`config.mk`:
```
export PLATFORM = sky130hd
export DESIGN_NAME = sequence_framer_tx
export DESIGN_NICKNAME = d
export VERILOG_FILES = /design/src/rtl/sequence_framer_tx.sv
export SDC_FILE = /design/constraint.sdc
export NUM_CORES = 1
export LEC_CHECK = 0
export ABC_AREA = 1
export CELL_PAD_IN_SITES_DETAIL_PLACEMENT = 0
export CELL_PAD_IN_SITES_GLOBAL_PLACEMENT = 1
export CORE_MARGIN = 2
export CORE_UTILIZATION = 41
export DETAILED_ROUTE_END_ITERATION = 16
export PLACE_DENSITY = 0.89
export SLEW_MARGIN = 20
export SYNTH_ARGS = -nofsm -noshare
export SYNTH_HDL_FRONTEND = slang
export SYNTH_SLANG_ARGS = --single-unit
```
`constraint.sdc`:
```
create_clock -name clk -period 3.3 [get_ports clk]
set_clock_uncertainty 0.1 [all_clocks]
set_input_delay 0.66 -clock clk [delete_from_list [all_inputs] [get_ports clk]]
set_output_delay 0.66 -clock clk [all_outputs]
set_load 0.03 [all_outputs]
```
`src/rtl/sequence_framer_tx.sv`:
```
// Serial frame transmitter: header pattern, payload (MSB first) and trailer pattern on a bit stream.
// Optional even-parity bit between payload and trailer when SEQ_FRAMER_PARITY_EN is defined.
module sequence_framer_tx #(
  parameter int               width         = 8,
  parameter int               data_width    = 16,
  parameter logic [width-1:0] head_sequence = 8'h0f,
  parameter logic [width-1:0] tail_sequence = 8'hf0,
  parameter int               bit_div       = 1,
  parameter logic             idle_level    = 1'b0
) (
  input  logic                  clk,
  input  logic                  rst,
  input  logic [data_width-1:0] data_in,
  input  logic                  data_valid,
  output logic                  data_ready,
  output logic                  sequence_out,
  output logic                  bit_strobe,
  output logic                  busy,
  output logic                  frame_done
);

  localparam int MAX_LEN = (width > data_width) ? width : data_width;
  localparam int CNT_W   = $clog2(MAX_LEN);
  localparam int DIV_W   = (bit_div > 1) ? $clog2(bit_div) : 1;

  typedef enum logic [2:0] {
    IDLE,
    HEAD,
    DATA,
`ifdef SEQ_FRAMER_PARITY_EN
    PARITY,
`endif
    TAIL
  } state_t;

  state_t                state, state_next;
  logic [CNT_W-1:0]      bit_cnt;
  logic [DIV_W-1:0]      div_cnt;
  logic [width-1:0]      pat_sr;
  logic [data_width-1:0] data_sr;
`ifdef SEQ_FRAMER_PARITY_EN
  logic                  parity_bit;
`endif

  logic bit_end;
  logic bit_last;

  // A frame bit ends on the last divider cycle; the state's last bit ends when the counter is also 0.
  assign bit_end  = (div_cnt == DIV_W'(bit_div - 1));
  assign bit_last = bit_end && (bit_cnt == '0);

  // NOTE: every always_comb output gets a default first so no path leaves it unassigned (no latch).
  always_comb begin
    state_next = state;
    case (state)
      IDLE: if (data_valid) state_next = HEAD;
      HEAD: if (bit_last) state_next = DATA;
`ifdef SEQ_FRAMER_PARITY_EN
      DATA:   if (bit_last) state_next = PARITY;
      PARITY: if (bit_end)  state_next = TAIL;
`else
      DATA: if (bit_last) state_next = TAIL;
`endif
      TAIL: if (bit_last) state_next = IDLE;
      default: state_next = IDLE;
    endcase
  end

  // NOTE: sequential state uses non-blocking assignments only, so all registers update together.
  always_ff @(posedge clk) begin
    if (rst) begin
      state      <= IDLE;
      bit_cnt    <= '0;
      div_cnt    <= '0;
      pat_sr     <= '0;
      data_sr    <= '0;
      frame_done <= 1'b0;
`ifdef SEQ_FRAMER_PARITY_EN
      parity_bit <= 1'b0;
`endif
    end else begin
      state      <= state_next;
      frame_done <= (state == TAIL) && (state_next == IDLE);
      div_cnt    <= (state == IDLE || bit_end) ? '0 : div_cnt + DIV_W'(1);

      if (state_next != state) begin
        // Counters and shifters reload on every state entry; the counter never wraps.
        case (state_next)
          HEAD: begin
            pat_sr     <= head_sequence;
            data_sr    <= data_in;
            bit_cnt    <= CNT_W'(width - 1);
`ifdef SEQ_FRAMER_PARITY_EN
            parity_bit <= ^data_in;
`endif
          end
          DATA: bit_cnt <= CNT_W'(data_width - 1);
`ifdef SEQ_FRAMER_PARITY_EN
          PARITY: bit_cnt <= '0;
`endif
          TAIL: begin
            pat_sr  <= tail_sequence;
            bit_cnt <= CNT_W'(width - 1);
          end
          default: ;
        endcase
      end else if (bit_end && state != IDLE) begin
        bit_cnt <= bit_cnt - CNT_W'(1);
        case (state)
          HEAD, TAIL: pat_sr  <= pat_sr << 1;
          DATA:       data_sr <= data_sr << 1;
          default: ;
        endcase
      end
    end
  end

  always_comb begin
    sequence_out = idle_level;
    case (state)
      HEAD, TAIL: sequence_out = pat_sr[width-1];
      DATA:       sequence_out = data_sr[data_width-1];
`ifdef SEQ_FRAMER_PARITY_EN
      PARITY:     sequence_out = parity_bit;
`endif
      default:    sequence_out = idle_level;
    endcase
  end

  assign busy       = (state != IDLE);
  assign data_ready = (state == IDLE);
  assign bit_strobe = busy && (div_cnt == '0);

endmodule

```
== Word level (Yosys, flattened, before mapping) ==
Index checks and enable logic that the tools add are counted.
Widths: inputs -> output; s select.
Storage, ports and cells
  register bits after elaboration: 33
  bits in latches: 0
  RAM bits: 0
  memory bits (read-only): 0
  bits of input ports: 19
  output and inout port bits: 5
  logic and storage cells: 53
  memories kept: 0
Operators by class
  add/sub/neg operators: 2
  $mul: 0
  div/mod/pow operators: 0
  $lt $le $gt $ge: 0
  equal/unequal tests: 10
  shifts and indexed selects: 0
  muxes and demuxes: 17
  bitwise operators: 1
  reductions and logical operators: 17
Operator list (count)
  $mux 16: 4
  $mux 8: 3
  $pmux 8 s2: 1
  $eq 3x2->1 const B: 4
  $mux 3: 4
  $pmux 3 s4: 1
  $mux 4: 2
  $pmux 4 s2: 1
  $eq 3x1->1 const B: 2
  $logic_not 3->1: 2
  $reduce_and 3->1: 2
  $reduce_bool 2->1: 3
  $reduce_or 2->1: 3
  $logic_not 4->1: 1
  $sub 4x1->4 const B: 1
  $logic_and 1x1->1: 3
  $ne 3x1->1 const B: 1
  $ne 3x2->1 const B: 1
  $ne 3x3->1: 1
  $reduce_bool 3->1: 1
  $ne 2x1->1 const B: 1
  $pmux 1 s2: 1
  $reduce_and 2->1: 1
  $add 1x1->1 const B: 1
  other kinds (2): 2

== Depth between registers and ports, before layout ==
  depth after elaboration: 8
  depth in mapped cells: 14
  gate-level depth less buffers: 13

== Worst setup path before layout ==
Ideal clock, no wire load.
  path type: reg-to-output
  start: register state[0]
  end: output sequence_out
  data arrival time: 1.311 ns
  data required time: 2.540 ns
  setup slack: 1.229 ns
  stages on the path, launching flop included: 5
  path buffers: 1
  path through: dfxtp_1 > buf_4 > inv_2 > nand3_1 > o21ai_0
Between the ends
  longest elaborated chain between the ends: 3
  elaborated cells between the ends (all ways): 5
  classes of those cells: 3 x eq/ne; 1 x mux; 1 x reduce/logical
Ends and longest elaborated chain
  start: declaration: line 36  | state_t state, state_next;
  start signal: assignment: line 82  | state <= state_next;
  $eq 3x2->1 / $eq 3x1->1 (equally long branches): line 120  | case (state)
  $reduce_or 2->1: line 120
  $pmux 1 s2 *: line 120
  end: declaration: line 16  | output logic sequence_out,
Every way passes the cells marked *; elsewhere a longest branch is shown, timed or not.

== Worst setup path after layout ==
Ends and elaborated chain as after synthesis.

==> flow_summary_export.csv <==
group,metric,value,unit
status,outcome,"complete, no violations",
sta,finalCriticalPeriod,2.58,ns
synth,syn_area,1760,um^2
critical_path,arrival,1.82,ns
clock_network,hold_buffers,0,
synth,synth_edf_count,0,
global_routing,grt_pass1_wl,6100,um
sta,slew_headroom,0.591,
synth,yosysTopAreaCellShare,0.376,
sta,drv_slew,0,
detailed_routing,routed_wl,3470,um
detailed_routing,wl_per_cell,9.98,um
critical_path,rrSetupSlack,1.04,ns
detailed_routing,drc,0,
clock_network,cts_buffer_depth,2,
finish,ff_latch_area,661,um^2
critical_path,critPathRequiredTime,2.54,ns
floorplan,die-area,4820,um^2
floorplan,coreArea,4060,um^2
detailed_routing,drtPass1Iterations,4,
critical_path,ff2ff_path_depth,12,
floorplan,io_pins,24,
clock_network,post_cts.repair.setup_buffers,0,
global_routing,antenna_found_initial,0,
job,cap_viol_max_count,0,
clock_network,cts-resized-gates,0,
critical_path,crit_type,"reg2out",
sta,fmax,387,MHz
floorplan,start_util,0.433,
synth,synth_most_common_cell,"nand2_1",
global_routing,grt_max_degree,32,
critical_path,crit_fanout,9,
finish,nFillCells,436,
sta,tightestPinTransition,0.613,ns
finish,layout.cells.non_filler,348,
placement,gp_congestion,0.814,
finish,area_growth,18.6,%
power_and_ir_drop,p_leak,0.981,nW
sta,fin_tns_setup,0,ns
clock_network,cts_sinks,33,
synth,synthTopCellsByArea,"dfxtp_1 38%, nand2_1 20%, nor2_1 9.4%",
synth,syn-instance-count,275,
detailed_routing,ant_nets,0,
placement,port_buffers,23,
clock_network,clk_latency,0.29,ns
synth,synth_cell_types,27,
clock_network,cts_root_buffer,"clkbuf_8",
worst_hold_path,hp-class,"reg2reg",
finish,fin_util,0.513,
synth,async_flop_share,0,
power_and_ir_drop,p_total,0.000957,W
placement,place_area,2000,um^2
finish,multi_input_area,915,um^2
finish,stdcell_area,2080,um^2
floorplan,core.rowCount,23,
power_and_ir_drop,p_per_area,460,nW/um^2
placement,placed_cells,340,
clock_network,htreeDepth,2,
synth,ys_warn_count,0,
placement,dp_hpwl,2380,um
detailed_routing,drt-vias-per-instance,4.47,
synth,synth_area_leader_cell,"dfxtp_1",
global_routing,grt_overflow,0,
sta,hold_viol,0,
global_routing,grt_use_total,0.156,
finish,diodes,0,
sta,period_share,0.783,
floorplan,die_y,69.4,um
worst_hold_path,min_to,"pat_sr[2]$_SDFFE_PP0P_",
critical_path,r2r_end,"data_sr[14]$_SDFFE_PP0P_",
global_routing,grt_pass1_vias,1407,
synth,ys.flop_type,"dfxtp_1",
detailed_routing,drtIter0Drc,102,
clock_network,clk_transition_reported_paths,0.07,ns
detailed_routing,via_count,1557,
power_and_ir_drop,vdd_drop_max,0.239,mV
finish,layout-drive-gt1-share,0.0940,
critical_path,crit_path_start_kind,"flop",
critical_path,worstReg2RegStart,"bit_cnt[0]$_SDFFE_PP0P_",
critical_path,cp-end-kind,"output pin",
clock_network,cts_tree,"built",
clock_network,cts_buffers,5,
synth,avgSynthCellArea,6.38,um^2
synth,synth_top_cells_by_count,"92 x nand2_1, 44 x nor2_1, 33 x dfxtp_1",
finish,final_nets,318,
synth,ys_seq_area_frac,0.376,
worst_hold_path,min_from,"pat_sr[2]$_SDFFE_PP0P_",
sta,finalSetupViolCount,0,
synth,ys_seq_elements,33,
sta,rsz0062_at_grt,"no",
floorplan,die_w,69.4,um
worst_hold_path,hold_depth,2,
## worst max-delay path: stages, from the launching register on
cell,delay [ns]
dfxtp_1,0.43
inv_2,0.11
nand3_1,0.13
o21ai_0,0.18
clkdlybuf4s50_1,0.69
## sequential cells by signal, indices dropped and copies added (netlist names)
register and cells:
bit_cnt 4, data_sr 16, div_cnt 1, frame_done 1, pat_sr 8, state 3
## power by group
group,internal (W),leakage [nW],switching (W),total (W)
clock,0.000145,0.0439,0.000155,0.000300
sequential,0.000432,0.271,0.0000153,0.000448
combinational,0.0000825,0.666,0.000126,0.000209
total,0.000660,0.981,0.000297,0.000957
## per-layer routing
| layer | GRT usage | wire length (um) | part of all wire |
|---|---|---|---|
| met1 | 0.206 | 1780 | 0.51 |
| met2 | 0.243 | 1520 | 0.44 |
| met3 | 0.0451 | 134 | 0.039 |
| met4 | 0.0588 | 34 | 0.0098 |
| met5 | 0 | 0 | 0 |
## worst max path at each step
stage	startpoint	endpoint	cells past startpoint
floorplan	state[0]$_SDFF_PP0_	sequence_out	4
global placement	data_valid	data_sr[1]$_SDFFE_PP0P_	8
detailed placement	data_valid	data_sr[15]$_SDFFE_PP0P_	8
CTS	state[0]$_SDFF_PP0_	sequence_out	4
global route	state[0]$_SDFF_PP0_	sequence_out	4
finish	state[0]$_SDFF_PP0_	sequence_out	4
## cells by family (layout without fill, tap and decap cells)
| group | Yosys count | count (layout) | synth area share |
|---|---|---|---|
| flops | 33 | 33 | 0.376 |
| buf+inv | 41 | 63 | 0.105 |
| other cells | 1 | 2 | 0.00214 |
| xor+xnor | 2 | 2 | 0.00998 |
| compound gates | 36 | 36 | 0.108 |
| simple gates | 160 | 160 | 0.385 |
| fa+ha+maj | 2 | 2 | 0.0143 |
## metrics by stage
stage | hold WS, ns | setup WS, ns
2_1_floorplan | 0.341 | 1.23
3_3_place_gp | 0.352 | 0.780
3_5_place_dp | 0.360 | 0.751
4_1_cts | 0.372 | 0.702
5_1_grt | 0.396 | 0.577
6_report | 0.367 | 0.716
## cell usage in the layout (no fill, tap or decap), types with 2 or more instances in the layout
master / n
nand3_1: 8
nor2_2: 4
nand2_2: 2
nand2_1: 92
nor2_1: 44
ha_1: 2
o21ai_1: 2
nor3_1: 2
inv_1: 26
inv_2: 4
a21oi_1: 12
o21ai_0: 19
conb_1: 2
dfxtp_1: 33
nand3_2: 3
buf_4: 2
nor2_4: 3
clkbuf_8: 5
clkinv_2: 2
clkdlybuf4s50_1: 23
## area by class of cell
cell class,count,area share
Inverter,30,0.0541
Multi-Input combinational cell,202,0.439
Sequential cell,33,0.317
Tap cell,50,0.0300
Clock buffer,5,0.0331
Timing Repair Buffer,25,0.118
Clock inverter,3,0.00841
Power figures use the tool's default switching activity.
